==> src/rtl/i2s_seq_pkg.sv <==
// Shared definitions for the I2S wave sequencer: FSM encoding, ROM sample width,
// channel codes and the wave-position stepping helpers.
package i2s_seq_pkg;

  localparam logic [1:0] S_IDLE  = 2'd0;
  localparam logic [1:0] S_LOAD  = 2'd1;
  localparam logic [1:0] S_LEFT  = 2'd2;
  localparam logic [1:0] S_RIGHT = 2'd3;

  typedef enum logic [1:0] {
    IDLE  = S_IDLE,
    LOAD  = S_LOAD,
    LEFT  = S_LEFT,
    RIGHT = S_RIGHT
  } seq_state_t;

  localparam int ROM_WIDTH = 16;

  localparam logic LEFT_CH  = 1'b0;
  localparam logic RIGHT_CH = 1'b1;

  // A zero-length table behaves as a single-entry table pinned at address 0.
  function automatic logic [7:0] eff_len(input logic [7:0] len);
    return (len == 8'd0) ? 8'd1 : len;
  endfunction

  function automatic logic [7:0] next_pos(input logic [7:0] pos, input logic [7:0] len);
    logic [8:0] inc;
    inc = {1'b0, pos} + 9'd1;
    return (inc >= {1'b0, eff_len(len)}) ? 8'd0 : inc[7:0];
  endfunction

endpackage

==> src/rtl/i2s_wave_sequencer.sv <==
// Steps through the test-tone ROM and offers each sample to the I2S writer as a
// left/right pair over valid/ready, with optional mute and arithmetic attenuation.
module i2s_wave_sequencer
  import i2s_seq_pkg::*;
#(
  parameter int DATA_WIDTH  = 24,
  parameter int COUNT_WIDTH = 32
) (
  input  logic                   clk,
  input  logic                   rst,
  input  logic                   enable,
  input  logic                   mute,
  input  logic [3:0]             volume_shift,
  input  logic [7:0]             wave_length,
  input  logic [15:0]            wave_value,
  output logic [7:0]             wave_pos,
  output logic [DATA_WIDTH-1:0]  sample_data,
  output logic                   sample_channel,
  output logic                   sample_valid,
  input  logic                   sample_ready,
  output logic [COUNT_WIDTH-1:0] frame_count,
  output logic                   busy
);

  seq_state_t             state_q, state_d;
  logic [7:0]             wave_pos_q, wave_pos_d;
  logic [DATA_WIDTH-1:0]  sample_data_q, sample_data_d;
  logic                   sample_channel_q, sample_channel_d;
  logic                   sample_valid_q, sample_valid_d;
  logic [COUNT_WIDTH-1:0] frame_count_q, frame_count_d;
  logic                   busy_q, busy_d;

  logic signed [ROM_WIDTH-1:0] wave_s;
  logic signed [ROM_WIDTH-1:0] shifted_s;
  logic [DATA_WIDTH-1:0]       justified_s;

  // Attenuate the ROM word, then sign-extend and left-justify it into the output width.
  always_comb begin
    wave_s      = wave_value;
    shifted_s   = wave_s >>> volume_shift;
    justified_s = DATA_WIDTH'(shifted_s) << (DATA_WIDTH - ROM_WIDTH);
  end

  // Next-state and next-output logic; every output is taken from a flop.
  always_comb begin
    state_d          = state_q;
    wave_pos_d       = wave_pos_q;
    sample_data_d    = sample_data_q;
    sample_channel_d = sample_channel_q;
    sample_valid_d   = sample_valid_q;
    frame_count_d    = frame_count_q;

    case (state_q)
      IDLE: begin
        if (enable) begin
          state_d = LOAD;
        end else begin
          state_d = IDLE;
        end
      end
      LOAD: begin
        // A shrunk table leaves the address out of range: rewind first and
        // capture from address 0 on the following cycle.
        if (wave_pos_q >= eff_len(wave_length)) begin
          wave_pos_d = 8'd0;
          state_d    = LOAD;
        end else begin
          sample_data_d    = mute ? {DATA_WIDTH{1'b0}} : justified_s;
          sample_channel_d = LEFT_CH;
          sample_valid_d   = 1'b1;
          state_d          = LEFT;
        end
      end
      LEFT: begin
        if (sample_ready) begin
          sample_channel_d = RIGHT_CH;
          state_d          = RIGHT;
        end else begin
          state_d = LEFT;
        end
      end
      RIGHT: begin
        if (sample_ready) begin
          frame_count_d    = frame_count_q + COUNT_WIDTH'(1'b1);
          wave_pos_d       = next_pos(wave_pos_q, wave_length);
          sample_valid_d   = 1'b0;
          sample_channel_d = LEFT_CH;
          state_d          = enable ? LOAD : IDLE;
        end else begin
          state_d = RIGHT;
        end
      end
      default: begin
        sample_valid_d   = 1'b0;
        sample_channel_d = LEFT_CH;
        state_d          = IDLE;
      end
    endcase

    busy_d = (state_d != IDLE);
  end

  // State and output registers with synchronous reset.
  always_ff @(posedge clk) begin
    if (rst) begin
      state_q          <= IDLE;
      wave_pos_q       <= 8'd0;
      sample_data_q    <= {DATA_WIDTH{1'b0}};
      sample_channel_q <= LEFT_CH;
      sample_valid_q   <= 1'b0;
      frame_count_q    <= {COUNT_WIDTH{1'b0}};
      busy_q           <= 1'b0;
    end else begin
      state_q          <= state_d;
      wave_pos_q       <= wave_pos_d;
      sample_data_q    <= sample_data_d;
      sample_channel_q <= sample_channel_d;
      sample_valid_q   <= sample_valid_d;
      frame_count_q    <= frame_count_d;
      busy_q           <= busy_d;
    end
  end

  assign wave_pos       = wave_pos_q;
  assign sample_data    = sample_data_q;
  assign sample_channel = sample_channel_q;
  assign sample_valid   = sample_valid_q;
  assign frame_count    = frame_count_q;
  assign busy           = busy_q;

endmodule

==> config.mk <==
export PLATFORM = sky130hd
export DESIGN_NAME = i2s_wave_sequencer
export DESIGN_NICKNAME = d
export VERILOG_FILES = /design/src/rtl/i2s_seq_pkg.sv /design/src/rtl/i2s_wave_sequencer.sv
export SDC_FILE = /design/constraint.sdc
export NUM_CORES = 1
export LEC_CHECK = 0
export ABC_AREA = 0
export CAP_MARGIN = 10
export CORE_AREA = 2 2 88 90
export DETAILED_ROUTE_END_ITERATION = 10
export DIE_AREA = 0 0 90 92
export DONT_BUFFER_PORTS = 1
export PLACE_DENSITY = 0.74
export SETUP_SLACK_MARGIN = 0.15
export SLEW_MARGIN = 20
export SYNTH_ARGS = -nofsm -noshare
export SYNTH_HDL_FRONTEND = slang
export SYNTH_SLANG_ARGS = --single-unit
==> constraint.sdc <==
create_clock -name clk -period 5.25 [get_ports clk]
set_input_delay 1.575 -clock clk [delete_from_list [all_inputs] [get_ports clk]]
set_output_delay 1.575 -clock clk [all_outputs]
set_load 0.01 [all_outputs]
# Word-level counts from Yosys, hierarchy flattened

Index checks and enable logic that the tools add are counted.

$lt $le $gt $ge: 2
Equal/unequal tests: 7
Bitwise gates (word level): 1
Reductions and logical operators: 10
Muxes and demuxes: 17
$add $sub $neg: 2
Shift operators: 1

Operator list:

| kind                                          | count |
|---|---|
| adder 32 x 1 -> 32 bit, second input constant | 1 |
| 2-to-1 mux 8 bit                              | 4 |
| 2-to-1 mux 24 bit                             | 1 |
| case mux 8 bit (2 select lines)               | 1 |
| >>> shifter 16 x 4 -> 16 bit                  | 1 |
| adder 8 x 1 -> 9 bit, second input constant   | 1 |
| greater-or-equal comparator 9 x 8 -> 1 bit    | 1 |
| greater-or-equal comparator 8 bit             | 1 |
| logical NOT 8 bit                             | 1 |
| inequality test 2 bit, second input constant  | 4 |
| case mux 2 bit (4 select lines)               | 1 |
| 2-to-1 mux 1 bit                              | 6 |
| AND reduction 3 bit                           | 2 |
| == test 2 bit, second input constant          | 2 |
| 2-to-1 mux 2 bit                              | 2 |
| AND reduction 2 bit                           | 2 |
| AND reduction 4 bit                           | 1 |
| nonzero test 2 bit                            | 2 |
| case mux 1 bit (3 select lines)               | 1 |
| nonzero test 3 bit                            | 1 |
| == test 2 x 1 -> 1 bit, second input constant | 1 |
| logical NOT 2 bit                             | 1 |
| case mux 1 bit (2 select lines)               | 1 |
| NOT 1 bit                                     | 1 |

Input bits: 33
Output and inout port bits: 67
Register bits after elaboration: 69
Logic and storage cells: 47

# Longest topological paths before layout

Depth after elaboration: 6
Depth in mapped cells: 10
Gate-level depth less buffers: 10

# Least setup slack after synthesis

Ideal clock, no wire load.

Path kind: in2reg
Start point: in wave_length[6]
End point: reg sample_data_q[21] (netlist: sample_data[21])
Stages: 9
Required time: 5.179 ns
Arrival: 3.440 ns
Setup slack: 1.740 ns
Path buffers: 1
Path through: nor4_1 -> a41o_1 -> ha_1 -> nand2b_1 -> a21oi_4 -> o31ai_2 -> buf_6 -> or4_1 -> a21oi_1

Word-level cells in the longest chain between the ends: 5

RTL lines:

| item                                  | RTL line                  | text |
|---|---|---|
| start: declaration                    | i2s_wave_sequencer.sv:14  | `input logic [7:0] wave_length,` |
| logical NOT 8 bit                     | i2s_seq_pkg.sv:24         | `return (len == 8'd0) ? 8'd1 : len;` |
| 2-to-1 mux 8 bit (*)                  | i2s_seq_pkg.sv:24         |  |
| greater-or-equal comparator 8 bit (*) | i2s_wave_sequencer.sv:64  | `if (wave_pos_q >= eff_len(wave_length)) begin` |
| NOT 1 bit (no line) (*)               | --                        |  |
| AND reduction 2 bit (no line) (*)     | --                        |  |
| end signal: assignment                | i2s_wave_sequencer.sv:108 | `sample_data_q <= {DATA_WIDTH{1'b0}};` |
| end signal: assignment                | i2s_wave_sequencer.sv:116 | `sample_data_q <= sample_data_d;` |
| end: declaration                      | i2s_wave_sequencer.sv:27  | `logic [DATA_WIDTH-1:0] sample_data_q, sample_data_d;` |

Every way passes the cells marked *; elsewhere a longest branch is shown, timed or not.
A chain may end at the register's enable or synchronous reset.

# Worst setup path in the final report

Start point: in wave_length[6]
End point: reg sample_data_q[17] (netlist: sample_data[17])

Same word-level chain as after synthesis.

==> reports/results.tsv <==
stage	metric	value	unit
yosys	Synth top area share	31.2	%
grt	vias in the first global route	3149	
sta	Total Neg Setup Slack	0	ps
clocking	clock buffer depth	2	
floorplanning	Core Box Area	7450	µm²
sta	# setup viols final	0	
floorplanning	die height	92	µm
setup_path	nature of the critical path startpoint	input port	
detailed_routing	remaining antenna violation count after routing	0	
yosys	area leader, netlist	dfxtp_1	
setup_path	Setup crit end kind	flip-flop	
finish	layout cell share with drive strength beyond 1	11.6	%
clocking	CTS tree	built	
yosys	number of flops mapped to enable cells by yosys	0	
pwr	Leak Pwr	1.61	nW
placed_design	GPL Wtd Cong	0.847	
floorplanning	die area	8280	µm²
placed_design	placed instance area	3900	µm²
grt	first-pass GRT wire length	15200	µm
yosys	Seq/Total Area, Yosys	31.2	%
sta	fmax	271	MHz
sta	Clock Skew	7.52	ps
floorplanning	Ports	100	
detailed_routing	Pre-Repair DR Iteration Count	4	
setup_path	Crit path required time	5510	ps
placed_design	placed instance count	517	
detailed_routing	Vias	3179	
run_status	status	complete, no violations	
yosys	Synth cell types	56	
sta	Max Slew Vio Count	0	
pwr	maximum vdd drop	0.000176	V
placed_design	Buffers on Ports	0	
floorplanning	Initial Util	52.6	%
yosys	async set or reset register ratio after synthesis	0	%
run	Max Cap Violations	0	
detailed_routing	drt total wl	8980	µm
yosys	top post-synthesis cells by count	dfxtp_1, nor2_1, a21oi_1	
grt	GRT Resource Usage Total	22.5	%
finish	Area growth syn-to-layout	5.85	%
yosys	synthesized area per cell	8.92	µm²
setup_path	Setup CP Type	input port to flip-flop	
finish	Design Area, Final	4140	µm²
yosys	most numerous cell in the Yosys netlist	dfxtp_1	
detailed_routing	drt drc	0	
placed_design	hpwl dp	6630	µm
clocking	Post-CTS Hold Fix Bufs	0	
yosys	#FFs+latches synth	61	
sta	RSZ-0062 raised after global routing	no	
yosys	cells after synthesis	439	
detailed_routing	vias per cell	5.96	
clocking	TritonCTS buffer count	9	
setup_path	CP Max Fanout	13	
sta	Tcrit/Tclk final	70.2	%
detailed_routing	drt initial violations	108	
yosys	ys flop type	dfxtp_1	
grt	Congestion Overflow GR	0	
finish	Nets	477	
clocking	Clock Latency Late Sink	340	ps
finish	Layout Cells excl Fill	533	
yosys	ranking of synthesized cells by area	dfxtp_1, mux4_2, ha_1	
sta	Rel. slew slack	44.6	%
sta	Tmin final	3690	ps
clocking	clk sinks	61	
clocking	H-tree levels	3	
clocking	PostCTS Resize Cnt	0	
floorplanning	Rows	32	
finish	Ant. Diodes	0	
detailed_routing	WL/cell	16.8	µm
floorplanning	Die W	90	µm
grt	largest net degree at the start of global routing	49	
clocking	clock root cell	clkbuf_8	
yosys	Synth Warn #	0	
grt	initial antenna violation count	0	
yosys	Cell Area, Synth	3920	µm²
sta	final hold vios	0	
clocking	Post-CTS Setup Bufs	0	
sta	worst hold slack	516	ps
min_path	Hold Path Class	flip-flop to flip-flop	
clocking	Reg clk slew, reported paths	60	ps
setup_path	Critical Path AT	3950	ps
sta	worst slew pin tran	830	ps
pwr	PD cells	266	nW/µm²
## cell usage in the layout, fill, tap and decap left out, drive strengths merged, types with 9 or more instances in the layout
master | netlist | layout
xnor2 | 17 | 17
xor2 | 11 | 11
nor2 | 51 | 51
nand4 | 11 | 11
nor4 | 11 | 11
o2bb2ai | 13 | 13
dfxtp | 61 | 61
nor3 | 9 | 9
mux2i | 12 | 12
a21oi | 30 | 30
nand3 | 19 | 19
ha | 18 | 18
nand2 | 24 | 24
mux4 | 14 | 14
clkbuf | 9 | 12
inv | 26 | 26
## flip-flops by register name (all words and copies together), names as in the netlist
| name | count |
|---|---|
| sample_channel | 1 |
| wave_pos | 8 |
| sample_valid | 1 |
| sample_data | 16 |
| busy | 1 |
| frame_count | 32 |
| state_q | 2 |
## final cells by class
class | count | area (µm²)
well taps | 102 | 128
clock buffers | 12 | 145
flip-flops and latches | 61 | 1220
fillers | 696 | 3300
inverters | 26 | 97.6
multi-input cells | 328 | 2460
clock inverters | 4 | 95.1
## critical path, cell delays in order
cell	delay, ps
nor4_1	270
a41o_1	240
ha_1	140
nand2b_1	160
a21oi_4	70
o31ai_2	550
nor2b_1	750
o2bb2ai_1	190
## cell families after synthesis
logic type	count (synthesis)	share of synthesized area [%]
AO/OA/AOI/OAI	80	14.7
XOR/XNOR	28	6.26
adder cells (fa/ha/maj)	18	5.75
buffers and inverters	57	6.71
flip-flops	61	31.2
multiplexers	34	13.4
other	1	0.0958
AND/OR/NAND/NOR	160	21.9
## layer usage
| layer | global-route usage [%] | vias up | part of all wire [%] | routed length [µm] |
|---|---|---|---|---|
| li1 | - | 1554 | - | - |
| met1 | 27.1 | 1506 | 43 | 3820 |
| met2 | 37.8 | 105 | 48 | 4270 |
| met3 | 7.48 | 14 | 8.1 | 731 |
| met4 | 8.08 | 0 | 1.7 | 154 |
| met5 | 0 | - | 0 | 0 |
## path summary, 6_finish.rpt
check	cells after the start	start	to	slack, ps
setup / recovery	8	wave_length[6]	sample_data[17]	1560
hold / removal	1	sample_data[12]	sample_data[12]	520
setup reg to reg	7	wave_pos[0]	sample_data[17]	2550
hold reg to reg	1	sample_data[12]	sample_data[12]	520
## where the power goes
part	internal, W	switching [W]	leakage [nW]	total, W
logic	0.0000516	0.0000488	0.994	0.000100
clock network	0.000328	0.000184	0.121	0.000512
registers	0.000473	0.0000152	0.493	0.000488
total	0.000853	0.000248	1.61	0.00110
## per-stage QoR
stage	total power, W	setup WS, ps	utilization, %
floorplan	0.000602	1740	-
global placement	0.000596	1320	52.4
detailed placement	0.000598	1250	52.4
CTS	0.00111	1570	55.6
global route	0.00114	1280	55.6
finish	0.00110	1560	55.6
Note: power is estimated with default switching activity, not from simulation.
